$ cat config.mk
export PLATFORM = sky130hd
export DESIGN_NAME = calc_arbiter
export DESIGN_NICKNAME = d
export VERILOG_FILES = /design/src/rtl/calc_arbiter.sv
export SDC_FILE = /design/constraint.sdc
export NUM_CORES = 1
export LEC_CHECK = 0
export BUFFER_PORTS_ARGS = -buffer_cell sky130_fd_sc_hd__buf_4
export CAP_MARGIN = 20
export CORE_UTILIZATION = 49
export DETAILED_ROUTE_END_ITERATION = 8
export PLACE_DENSITY = 0.95
export SKIP_CTS_REPAIR_TIMING = 1
export SLEW_MARGIN = 30
export SYNTH_ARGS = -nofsm -noshare
export SYNTH_HDL_FRONTEND = slang
export SYNTH_SLANG_ARGS = --single-unit
$ cat constraint.sdc
create_clock -name Clk -period 4.95 [get_ports Clk]
set_clock_uncertainty 0.15 [all_clocks]
set_input_delay 0.99 -clock Clk [delete_from_list [all_inputs] [get_ports Clk]]
set_output_delay 0.99 -clock Clk [all_outputs]
set_load 0.03 [all_outputs]
$ cat src/rtl/calc_arbiter.sv
// Round-robin arbiter sequencing NREQ requesters onto one shared iterative
// calculator core, with divide-by-zero screening and a done timeout.
module calc_arbiter #(
    parameter int NREQ    = 4,
    parameter int W       = 16,
    parameter int TIMEOUT = 64
) (
    input  logic              Clk,
    input  logic              Reset_n,
    input  logic [NREQ-1:0]   Req,
    input  logic [2*NREQ-1:0] ReqOp,
    input  logic [W*NREQ-1:0] ReqA,
    input  logic [W*NREQ-1:0] ReqB,
    output logic [NREQ-1:0]   Gnt,
    output logic [NREQ-1:0]   RespValid,
    output logic [W:0]        Result,
    output logic              RespFlag,
    output logic              RespErr,
    output logic              CoreStart,
    output logic [1:0]        CoreOp,
    output logic [W-1:0]      CoreA,
    output logic [W-1:0]      CoreB,
    input  logic              CoreDone,
    input  logic [W:0]        CoreC,
    input  logic              CoreFlag,
    output logic              Busy
);

    localparam int IW = (NREQ > 1) ? $clog2(NREQ) : 1;
    localparam int CW = (TIMEOUT > 1) ? $clog2(TIMEOUT) : 1;

    typedef enum logic [3:0] {
        S_IDLE  = 4'b0001,
        S_ISSUE = 4'b0010,
        S_WAIT  = 4'b0100,
        S_RESP  = 4'b1000
    } state_t;

    state_t            state_q, state_d;
    logic [IW-1:0]     ptr_q, ptr_d;
    logic [IW-1:0]     win_q, win_d;
    logic [CW-1:0]     cnt_q, cnt_d;
    logic [NREQ-1:0]   gnt_q, gnt_d;
    logic [NREQ-1:0]   rv_q, rv_d;
    logic [W:0]        res_q, res_d;
    logic              flag_q, flag_d;
    logic              err_q, err_d;
    logic              start_q, start_d;
    logic [1:0]        op_q, op_d;
    logic [W-1:0]      a_q, a_d;
    logic [W-1:0]      b_q, b_d;

    logic              found;
    logic [IW-1:0]     pick;
    logic [IW-1:0]     idx;

    // Scan starts just after the last winner so every requester is reached
    // within NREQ grants.
    always_comb begin
        found = 1'b0;
        pick  = '0;
        idx   = '0;
        for (int k = 1; k <= NREQ; k++) begin
            idx = IW'((int'(ptr_q) + k) % NREQ);
            if (!found && Req[idx]) begin
                found = 1'b1;
                pick  = idx;
            end
        end
    end

    always_comb begin
        state_d = state_q;
        ptr_d   = ptr_q;
        win_d   = win_q;
        cnt_d   = cnt_q;
        gnt_d   = '0;
        rv_d    = '0;
        res_d   = res_q;
        flag_d  = flag_q;
        err_d   = err_q;
        start_d = 1'b0;
        op_d    = op_q;
        a_d     = a_q;
        b_d     = b_q;
        unique case (state_q)
            S_IDLE: begin
                if (found) begin
                    win_d   = pick;
                    op_d    = ReqOp[2*pick +: 2];
                    a_d     = ReqA[W*pick +: W];
                    b_d     = ReqB[W*pick +: W];
                    gnt_d   = NREQ'(1) << pick;
                    err_d   = 1'b0;
                    flag_d  = 1'b0;
                    state_d = S_ISSUE;
                end
            end
            S_ISSUE: begin
                if (op_q == 2'b11 && b_q == '0) begin
                    err_d   = 1'b1;
                    res_d   = '0;
                    state_d = S_RESP;
                end else begin
                    start_d = 1'b1;
                    cnt_d   = '0;
                    state_d = S_WAIT;
                end
            end
            S_WAIT: begin
                // A done arriving on the last allowed cycle still counts.
                if (CoreDone) begin
                    res_d   = CoreC;
                    flag_d  = CoreFlag;
                    state_d = S_RESP;
                end else if (cnt_q == CW'(TIMEOUT - 1)) begin
                    err_d   = 1'b1;
                    res_d   = '0;
                    state_d = S_RESP;
                end else begin
                    cnt_d = cnt_q + 1'b1;
                end
            end
            S_RESP: begin
                rv_d    = NREQ'(1) << win_q;
                ptr_d   = win_q;
                state_d = S_IDLE;
            end
            default: state_d = S_IDLE;
        endcase
    end

    always_ff @(posedge Clk or negedge Reset_n) begin
        if (!Reset_n) begin
            state_q <= S_IDLE;
            ptr_q   <= IW'(NREQ - 1);
            win_q   <= '0;
            cnt_q   <= '0;
            gnt_q   <= '0;
            rv_q    <= '0;
            res_q   <= '0;
            flag_q  <= 1'b0;
            err_q   <= 1'b0;
            start_q <= 1'b0;
            op_q    <= '0;
            a_q     <= '0;
            b_q     <= '0;
        end else begin
            state_q <= state_d;
            ptr_q   <= ptr_d;
            win_q   <= win_d;
            cnt_q   <= cnt_d;
            gnt_q   <= gnt_d;
            rv_q    <= rv_d;
            res_q   <= res_d;
            flag_q  <= flag_d;
            err_q   <= err_d;
            start_q <= start_d;
            op_q    <= op_d;
            a_q     <= a_d;
            b_q     <= b_d;
        end
    end

    assign Gnt       = gnt_q;
    assign RespValid = rv_q;
    assign Result    = res_q;
    assign RespFlag  = flag_q;
    assign RespErr   = err_q;
    assign CoreStart = start_q;
    assign CoreOp    = op_q;
    assign CoreA     = a_q;
    assign CoreB     = b_q;
    assign Busy      = (state_q != S_IDLE);

endmodule

==> qor.txt <==
Synth Area in XOR/XNOR -> 0.00814
Simple-Gate Fraction of Synth Area -> 0.178
Worst Path Required -> 5020 ps
Core area -> 0.00834 mm²
Post-Syn Nets -> 620
Die area -> 0.00916 mm²
# diodes -> 0
Peak supply drop -> 271 µV
DR vias -> 4,421
Die height -> 95.7 µm
Lkg Pwr -> 0.00313 µW
Status -> completed
P&R area growth vs syn -> 44.0%
First-pass GRT wire length -> 19.7 mm
WP data arrival -> 3290 ps
Avg Inst Size Synth -> 9.39 µm²
Max FO, Critical Path -> 40
Final Slew Violations -> 0
CP Launch Type -> input pin
Synth Cell Area -> 0.00430 mm²
Clock root cell -> clkbuf_8
Starting Density -> 0.516
Worst slew pin tran -> 684 ps
Final Hold Vio Count -> 0
NumNets Final -> 821
Post-Layout Inst Area -> 0.00620 mm²
Most frequent cells in the layout -> buf_4 (228), dfrtp_1 (73), nand2_1 (52)
H-tree levels -> 3
Pre-antenna DRT Iters -> 4
Multiplexer share of the synthesized area -> 0.0814
Final min period -> 3220 ps
Most common cell after layout, fill and taps aside -> buf_4
Unrepaired setup endpoints after global routing -> false
Seq. cell area -> 0.00191 mm²
Layout cells sized above 1 -> 0.392
CP Capture Type -> flip-flop
Post-Synthesis Cells -> 458
WL final -> 13.2 mm
Cell Pwr Density -> 542 mW/mm²
I/O Buffers -> 223
Synth Area in Adders -> 0.00291
Max-Cap Viols -> 0
Largest family of logic cells by synthesized area -> compound AO/OA/AOI/OAI gates
Ys Warns -> 0
DR WL/cell -> 17.1 µm
TNS Setup -> 0 ps
CTS Sinks -> 76
Clock Tree Buf Depth -> 2
# rows -> 33
Max frequency -> 311 MHz
Library cells used by synthesis -> 42
Class of the worst hold path -> flip-flop to flip-flop
Sequential share of the synthesized area -> 0.443
Setup CP Type -> input pin to flip-flop
GRT Total Usage -> 0.287
Die width -> 95.7 µm
Via/cell ratio -> 5.75
WHS -> 349 ps
Compound-Gate Fraction of Synth Area -> 0.215
Post-route ant nets -> 0
Cell Area, Placed -> 0.00601 mm²
Synth Register Bits -> 76
1st-iter DRT viols -> 218
Vias in the first global route -> 4,087
Post-DP HPWL -> 9.59 mm
Clock network latency to the later pin of the worst-skew pair -> 340 ps
Final setup violation count -> 0
Detailed-route DRC error count -> 0
TritonCTS Buffers -> 9
IO Pins -> 224
Initial antenna violation count -> 0
Tcrit/Tclk final -> 0.650
Largest net degree at the start of global routing -> 77
CTS tree -> done
Fill cell total of the finished layout -> 622
Routability Congestion -> 0.843
Relative slew slack -> 0.544
Multi-input logic area -> 0.00211 mm²
GR Overflow Total -> 0
Clock-pin slew on the worst setup and hold paths -> 90 ps
## worst max-delay path: stages
cell,delay (ps)
buf_4,140
nor4_1,420
nand2b_2,200
buf_4,380
inv_2,120
nand2_1,510
buf_4,360
o211ai_1,150
## Yosys cell counts (all sizes together)
cell type	number	area (µm²)
a21bo	1	10.0
a21o	2	15.0
a21oi	1	8.76
a22o	17	149
a311oi	1	26.3
a31oi	34	213
a32o	1	10.0
and2	2	12.5
and3	5	31.3
and4	34	298
buf	7	42.5
clkbuf	32	120
dfrtp	73	1830
dfstp	3	78.8
ha	1	12.5
inv	39	146
mux2i	35	350
nand2	52	195
nand2b	6	37.5
nand3	1	5.00
nand3b	1	7.51
nand4	4	25.0
nor2	10	37.5
nor3	2	10.0
nor3b	1	7.51
nor4	5	31.3
nor4b	4	47.6
o211ai	35	263
o21a	2	15.0
o21ai	38	190
o22a	1	8.76
o311ai	1	8.76
o31ai	1	7.51
or3	1	6.26
or4b	1	13.8
xor2	4	35.0
## power by group
group | switching [µW] | total (µW) | leakage, µW | internal, µW
Sequential | 195 | 1070 | 0.000978 | 875
Combinational | 1120 | 1850 | 0.00206 | 734
Clock | 251 | 441 | 0.0000921 | 190
## logic make-up (layout without fill, tap and decap cells)
| family | count (synthesis) | after routing |
|---|---|---|
| XOR/XNOR | 4 | 4 |
| adder cells (fa/ha/maj) | 1 | 1 |
| multiplexers | 35 | 35 |
| AO/OA/AOI/OAI | 135 | 135 |
| AND/OR/NAND/NOR | 129 | 129 |
| flip-flops | 76 | 76 |
| buffers and inverters | 78 | 284 |
## worst paths after layout
path / slack [ps] / cells after the start / end / start
worst max-delay path: 1730 / 8 / CoreB[8] / Req[3]
worst min-delay path: 350 / 2 / ptr_q[1] / ptr_q[1]
worst max register to register: 2150 / 7 / CoreB[8] / state_q[0]
worst min register to register: 350 / 2 / ptr_q[1] / ptr_q[1]
max in group asynchronous: 3670 / 1 / Result[10] / Reset_n
min in group asynchronous: 490 / 1 / Gnt[0] / Reset_n
## metal layers
metal	track usage	share of wire	up-vias
li1	-	-	2095
met1	0.337	0.38	2090
met2	0.502	0.52	203
met3	0.0640	0.082	33
met4	0.123	0.027	0
met5	0	0	-
## stage by stage
step	util	power [µW]	std cells	setup slack (ps)
final	0.743	3360	769	1730
after global routing	0.743	3560	769	1630
after CTS	0.743	3380	769	1800
after detailed placement	0.721	2930	753	1490
after global placement	0.720	2870	753	1610
after floorplan	-	2230	458	2490
## area by class of cell
| cell class | count | share of cell area |
|---|---|---|
| multi-input combinational | 304 | 0.340 |
| sequential | 76 | 0.307 |
| timing repair buffer | 229 | 0.278 |
| inverter | 39 | 0.0236 |
| tap | 105 | 0.0212 |
| clock buffer | 9 | 0.0200 |
| clock inverter | 7 | 0.00949 |
## sequential cells by signal (all words and copies together) (netlist names), 2 cells and up
register   flops
state_q        4
CoreOp         2
win_q          2
Result        17
CoreB         16
CoreA         16
RespValid      4
cnt_q          6
Gnt            4
ptr_q          2
Note: power is estimated with default switching activity, not from simulation.
